--- config.mk ---
export PLATFORM = sky130hd
export DESIGN_NAME = soc2_uart_rx_core_flat
export DESIGN_NICKNAME = d
export VERILOG_FILES = /design/src/rtl/soc2_uart_rx_core_if.sv /design/src/rtl/soc2_uart_rx_core.sv /design/src/flat_wrapper.sv
export SDC_FILE = /design/constraint.sdc
export NUM_CORES = 1
export LEC_CHECK = 0
export BUFFER_PORTS_ARGS = -buffer_cell sky130_fd_sc_hd__buf_4
export CAP_MARGIN = 20
export CORE_MARGIN = 8
export CORE_UTILIZATION = 45
export DETAILED_ROUTE_END_ITERATION = 7
export GPL_TIMING_DRIVEN = 0
export HOLD_SLACK_MARGIN = 0.03
export PLACE_DENSITY = 0.66
export SLEW_MARGIN = 10
export SYNTH_ARGS = -nofsm -noshare
export SYNTH_HDL_FRONTEND = slang
export SYNTH_SLANG_ARGS = --single-unit
--- constraint.sdc ---
create_clock -name clk -period 4.9 [get_ports clk]
set_input_delay 0 -clock clk [delete_from_list [all_inputs] [get_ports clk]]
set_output_delay 0 -clock clk [all_outputs]
set_load 0.01 [all_outputs]
--- src/rtl/soc2_uart_rx_core_if.sv ---
// Receive-side byte handshake between the UART rx core and the register/bus interface.
// Latency: none (wires only).
// Backpressure: rx_ready from the consumer pops the one-entry holding register in the core.
// Signals: rx_data/rx_valid (byte + full flag), rx_ready (pop), frame_err/overrun (1-cycle error pulses).
interface soc2_uart_rx_core_if;
  logic [7:0] rx_data;
  logic       rx_valid;
  logic       rx_ready;
  logic       frame_err;
  logic       overrun;

  // Core side: produces bytes and error pulses, consumes ready.
  modport master (
    output rx_data, rx_valid, frame_err, overrun,
    input  rx_ready
  );

  // Consumer side: reads bytes and error pulses, drives ready.
  modport slave (
    input  rx_data, rx_valid, frame_err, overrun,
    output rx_ready
  );
endinterface

--- src/rtl/soc2_uart_rx_core.sv ---
// UART 8N1 receiver: pad synchroniser, start-edge detect, mid-bit sampling, one-entry holding register.
// Latency: pad fall to rx_valid = 2 + BAUD_DIV/2 + 9*BAUD_DIV + 1 cycles (+-1 for pad phase).
// Backpressure: none toward the line; a byte completing while the holder is full and not popped is dropped (overrun pulse).
// Ports: clk, resetn (sync, active low), uart_rx (async pad, idle high), rx_busy (FSM not idle),
//        rx_if.master: rx_data/rx_valid/rx_ready handshake plus frame_err/overrun pulses.
module soc2_uart_rx_core #(
  parameter int BAUD_DIV = 434,
  parameter int CNT_W    = 16
) (
  input  logic                   clk,
  input  logic                   resetn,
  input  logic                   uart_rx,
  output logic                   rx_busy,
  soc2_uart_rx_core_if.master    rx_if
);

  typedef enum logic [1:0] {IDLE, START, DATA, STOP} state_t;

  localparam logic [CNT_W-1:0] HALF_RELOAD = CNT_W'(BAUD_DIV / 2 - 1);
  localparam logic [CNT_W-1:0] BIT_RELOAD  = CNT_W'(BAUD_DIV - 1);

  // Synchroniser and edge-detect flops.
  logic rx_meta, rx_s, rx_p;

  state_t           state, state_nxt;
  logic [CNT_W-1:0] cnt, cnt_nxt;
  logic [2:0]       bit_idx, bit_idx_nxt;
  logic [7:0]       shift, shift_nxt;

  // Holding register and error pulses.
  logic [7:0] data_q, data_nxt;
  logic       valid_q, valid_nxt;
  logic       ferr_q, ferr_nxt;
  logic       ovr_q, ovr_nxt;

  logic tick, start_edge, stop_done;

  assign tick       = (cnt == '0);
  assign start_edge = rx_p & ~rx_s;

  always_comb begin
    state_nxt   = state;
    cnt_nxt     = cnt;
    bit_idx_nxt = bit_idx;
    shift_nxt   = shift;
    stop_done   = 1'b0;
    unique case (state)
      IDLE: begin
        // Only a genuine 1->0 transition starts a frame; a line stuck low does not.
        if (start_edge) begin
          cnt_nxt   = HALF_RELOAD;
          state_nxt = START;
        end
      end
      START: begin
        if (!tick) begin
          cnt_nxt = cnt - 1'b1;
        end else if (!rx_s) begin
          cnt_nxt     = BIT_RELOAD;
          bit_idx_nxt = 3'd0;
          state_nxt   = DATA;
        end else begin
          state_nxt = IDLE;  // glitch shorter than half a bit
        end
      end
      DATA: begin
        if (!tick) begin
          cnt_nxt = cnt - 1'b1;
        end else begin
          shift_nxt = {rx_s, shift[7:1]};  // LSB arrives first
          cnt_nxt   = BIT_RELOAD;
          if (bit_idx == 3'd7) state_nxt = STOP;
          else                 bit_idx_nxt = bit_idx + 3'd1;
        end
      end
      STOP: begin
        if (!tick) begin
          cnt_nxt = cnt - 1'b1;
        end else begin
          // Return to IDLE at mid stop bit so the next start edge is never missed.
          stop_done = 1'b1;
          cnt_nxt   = BIT_RELOAD;
          state_nxt = IDLE;
        end
      end
      default: state_nxt = IDLE;
    endcase
  end

  always_comb begin
    data_nxt  = data_q;
    valid_nxt = valid_q & ~rx_if.rx_ready;
    ferr_nxt  = 1'b0;
    ovr_nxt   = 1'b0;
    if (stop_done) begin
      if (!rx_s) begin
        ferr_nxt = 1'b1;
      end else if (!valid_q || rx_if.rx_ready) begin
        // Empty holder, or a pop in the same cycle frees the slot.
        data_nxt  = shift;
        valid_nxt = 1'b1;
      end else begin
        ovr_nxt = 1'b1;  // old byte kept, new one dropped
      end
    end
  end

  always_ff @(posedge clk) begin
    if (!resetn) begin
      rx_meta <= 1'b1;
      rx_s    <= 1'b1;
      rx_p    <= 1'b1;
      state   <= IDLE;
      cnt     <= '0;
      bit_idx <= 3'd0;
      shift   <= 8'h00;
      data_q  <= 8'h00;
      valid_q <= 1'b0;
      ferr_q  <= 1'b0;
      ovr_q   <= 1'b0;
    end else begin
      rx_meta <= uart_rx;
      rx_s    <= rx_meta;
      rx_p    <= rx_s;
      state   <= state_nxt;
      cnt     <= cnt_nxt;
      bit_idx <= bit_idx_nxt;
      shift   <= shift_nxt;
      data_q  <= data_nxt;
      valid_q <= valid_nxt;
      ferr_q  <= ferr_nxt;
      ovr_q   <= ovr_nxt;
    end
  end

  assign rx_busy         = (state != IDLE);
  assign rx_if.rx_data   = data_q;
  assign rx_if.rx_valid  = valid_q;
  assign rx_if.frame_err = ferr_q;
  assign rx_if.overrun   = ovr_q;

endmodule

--- src/flat_wrapper.sv ---
// flat-port wrapper written by rule: the top's interface ports become plain ports
module soc2_uart_rx_core_flat 
#(
  parameter int BAUD_DIV = 434,
  parameter int CNT_W    = 16
)
  (clk, resetn, uart_rx, rx_busy, rx_if_rx_data, rx_if_rx_valid, rx_if_frame_err, rx_if_overrun, rx_if_rx_ready);
  soc2_uart_rx_core_if rx_if_i ();
  input  logic clk;
  input  logic resetn;
  input  logic uart_rx;
  output logic rx_busy;
  output wire logic [$bits(rx_if_i.rx_data)-1:0] rx_if_rx_data;
  output wire logic [$bits(rx_if_i.rx_valid)-1:0] rx_if_rx_valid;
  output wire logic [$bits(rx_if_i.frame_err)-1:0] rx_if_frame_err;
  output wire logic [$bits(rx_if_i.overrun)-1:0] rx_if_overrun;
  input wire logic [$bits(rx_if_i.rx_ready)-1:0] rx_if_rx_ready;
  assign rx_if_rx_data = rx_if_i.rx_data;
  assign rx_if_rx_valid = rx_if_i.rx_valid;
  assign rx_if_frame_err = rx_if_i.frame_err;
  assign rx_if_overrun = rx_if_i.overrun;
  assign rx_if_i.rx_ready = rx_if_rx_ready;
  soc2_uart_rx_core #(.BAUD_DIV(BAUD_DIV), .CNT_W(CNT_W)) u_core (.clk(clk), .resetn(resetn), .uart_rx(uart_rx), .rx_busy(rx_busy), .rx_if(rx_if_i));
endmodule
==> impl_results.md <==
* Vias in the first global route at 1778
* Port Buffer Count at 15
* FILL cells at 448
* Die area at 7230 µm²
* Detailed Route Iter0 Violations at 80
* Status: finished, final reports clean
* Io pins at 16
* Crit path max-delay family: simple AND/OR/NAND/NOR gates
* Compound-Gate Fraction of Synth Area at 19.3%
* Worst-path clk slew at 0.09 ns
* GP Congestion at 0.871
* Xor and xnor fraction of the mapped netlist area at 0%
* Worst reg2reg path depth at 8
* Ys async rst share at 0%
* H-tree lvl count at 2
* Number of detailed-route iterations in the first pass at 4
* Synth Register Bits at 43
* Max Slew Vio Count at 0
* Clock buffer depth at 2
* Initial antenna violation count at 0
* Maximum capacitance violations at 0
* Hold EP: u_core.rx_p$_SDFF_PN1_
* Fin crit share at 46.5%
* Per-cell routed wire length at 15.1 µm
* Initial Util at 46.0%
* First-pass GRT wire length at 8400 µm
* Most frequent cells in the layout: dfxtp_1, nand2_1, nand3_1
* Post-synthesis simple-gate area fraction at 27.0%
* Share of cells above drive strength 1 at 12.4%
* Synth unique cells at 43
* Pwr Density at 418 nW/µm²
* Setup crit start kind: flop
* Nets at 278
* Die width at 85.0 µm
* Placed inst area at 2320 µm²
* Die height at 85.0 µm
* # rows at 25
* Crit path capture type: flop
* Leakage at 0.896 nW
* Ys flop type: dfxtp_1
* Share of the synthesized area in the top cell type at 40.1%
* Syn Inst Count at 243
* DP HPWL at 3420 µm
* FF/Latch Area at 861 µm²
* Post-synth EDFFs at 0
* F_max at 439 MHz
* Num CTS Buffers at 5
* Synth Cell Area at 2140 µm²
* Via count at 1832
* CP Class: flop to flop
* Worst rel slew slack at 54.3%
* Via density at 5.71
* Synthesis-to-layout area growth at 12.8%
* Largest net degree at the start of global routing at 14
* Multiplexer share of the synthesized area at 5.60%
* Final TNS setup at 0 ns
* Worst slew pin tran at 0.680 ns
* Slowest cell on the critical path: nor3b_4
* # diodes at 0
* Final WL at 4840 µm
* Postcts setup bufs at 0
* Adder-Cell Fraction of Synth Area at 4.67%
* Cell area after layout at 2420 µm²
* Largest stage delay, worst path at 0.44 ns
* Syn_nets at 255
* Core Area at 4660 µm²
* CTS tree: done
* Final hold viol count at 0
* Buf+Inv Stages, Crit Path at 2
* FF-to-FF End: u_core.cnt[6]$_SDFFE_PN0P_
* Crit-path cells: inv_1, ha_1, nor3b_4, nand4_4, o21ai_2, buf_2, o21ai_0, a21boi_0
* Hold-fix buffers, CTS at 1
* Final Setup Violations at 0
* CTS root buf: clkbuf_8
* Most common cell after layout, fill and taps aside: dfxtp_1
* Skew final at 0.00771 ns
* DRC at 0
* GRT Util Overall at 14.1%
* Sequential fraction of the synthesis area at 40.1%
* R2R Path Start: u_core.cnt[0]$_SDFFE_PN0P_
* Crit path DAT at 2.50 ns
* Clock insertion delay at the later pin of the skew report at 0.30 ns
* Hold Path Stages at 3
* WP data required at 5.13 ns
* Clock Sinks at 43
* Gr ovfl total at 0
* Setup slack, reg-to-reg at 2.62 ns
* Largest family of logic cells by synthesized area: simple AND/OR/NAND/NOR gates
* Yosys warnings at 0
* Synth top area cells: dfxtp_1, mux2i_1, a21boi_0
* CP max FO at 10
* Area of the multi-input gates at 1210 µm²
* Fin crit period at 2.28 ns
* Cell taking the most area after synthesis: dfxtp_1
* Maximum VDD drop at 180 µV
* Number of nets still failing antenna checks after routing at 0
* CP Launch Point: u_core.cnt[0]$_SDFFE_PN0P_
* Worst Hold Class: input port to flop
* Worst Hold Launch: resetn
* PostCTS Resize Cnt at 0
* RSZ-0062 raised after global routing: no
* Mean Syn Cell Area at 8.83 µm²
area by class of cell:
| type | instances | area share (%) |
|---|---|---|
| tap | 54 | 2.79 |
| sequential | 43 | 35.6 |
| clock inverter | 2 | 0.517 |
| buffer | 11 | 1.86 |
| multi-input combinational | 182 | 50.1 |
| timing repair buffer | 16 | 5.07 |
| inverter | 7 | 1.09 |
| clock buffer | 6 | 3.00 |
routing by layer:
metal | share of wire [%] | track usage (%) | vias to the layer above
met2 | 47 | 22.7 | 26
met1 | 49 | 17.9 | 878
li1 | - | - | 917
met3 | 2.6 | 3.09 | 11
met4 | 1.7 | 5.34 | 0
met5 | 0 | 0 | -
power by group:
| group | switching, mW | total [mW] | internal [mW] |
|---|---|---|---|
| sequential | 0.0339 | 0.405 | 0.371 |
| combinational | 0.246 | 0.383 | 0.137 |
| clock | 0.124 | 0.224 | 0.0998 |
| total | 0.404 | 1.01 | 0.608 |
stage by stage:
step	cells	util (%)	total power [mW]	hold WS, ns	setup slack [ns]
finish	321	51.9	1.01	0.0489	2.62
global route	321	51.9	1.08	0.0562	2.43
global placement	312	49.9	0.783	0.186	2.67
detailed placement	312	49.9	0.785	0.192	2.68
CTS	321	51.9	1.01	0.0325	2.63
floorplan	243	-	0.692	0.101	3.01
cell usage after synthesis, drive strengths merged, types with 2 or more instances:
cell type / number
nand2b: 2
o21a: 4
a21boi: 17
and3: 2
o21bai: 3
o21ai: 14
and2: 2
a21oi: 9
buf: 3
o211ai: 2
mux2i: 12
dfxtp: 43
ha: 8
inv: 7
nor2: 16
nor4: 5
nand2: 29
nor2b: 11
nand3: 17
o31a: 2
nand4b: 2
nor3: 7
or4: 4
clkbuf: 8
worst register-to-register path, delay by kind of cell, from the launching register on:
kind	cells	cell delay, ns
simple gates	2	0.69
compound gates	3	0.63
flops	1	0.36
buf+inv	2	0.36
fa+ha+maj	1	0.17
logic make-up (layout without fill, tap and decap cells):
family,count (synthesis),after routing
AO/OA/AOI/OAI,61,61
flip-flops,43,43
buffers and inverters,18,42
multiplexers,12,12
AND/OR/NAND/NOR,101,101
adder cells (fa/ha/maj),8,8
flip-flops by register name, summed over array words and instances, names as in the netlist, 3 cells and up, named ones only:
signal and cells:
u_core.bit_idx 3, u_core.cnt 16, u_core.rx_if.rx_data 8, u_core.shift 8
how the worst max path moves through the flow:
stage | slack (ns) | endpoint | cells past startpoint
final | 2.62 | u_core.cnt[6]$_SDFFE_PN0P_ | 8
after global routing | 2.43 | u_core.cnt[10]$_SDFFE_PN0P_ | 8
after CTS | 2.63 | u_core.rx_if.rx_data[7]$_SDFFE_PN0P_ | 7
after detailed placement | 2.68 | u_core.cnt[12]$_SDFFE_PN0P_ | 8
after global placement | 2.67 | u_core.cnt[4]$_SDFFE_PN0P_ | 8
after floorplan | 3.01 | u_core.rx_if.rx_data[0]$_SDFFE_PN0P_ | 7
(Power assumes the default switching activity.)
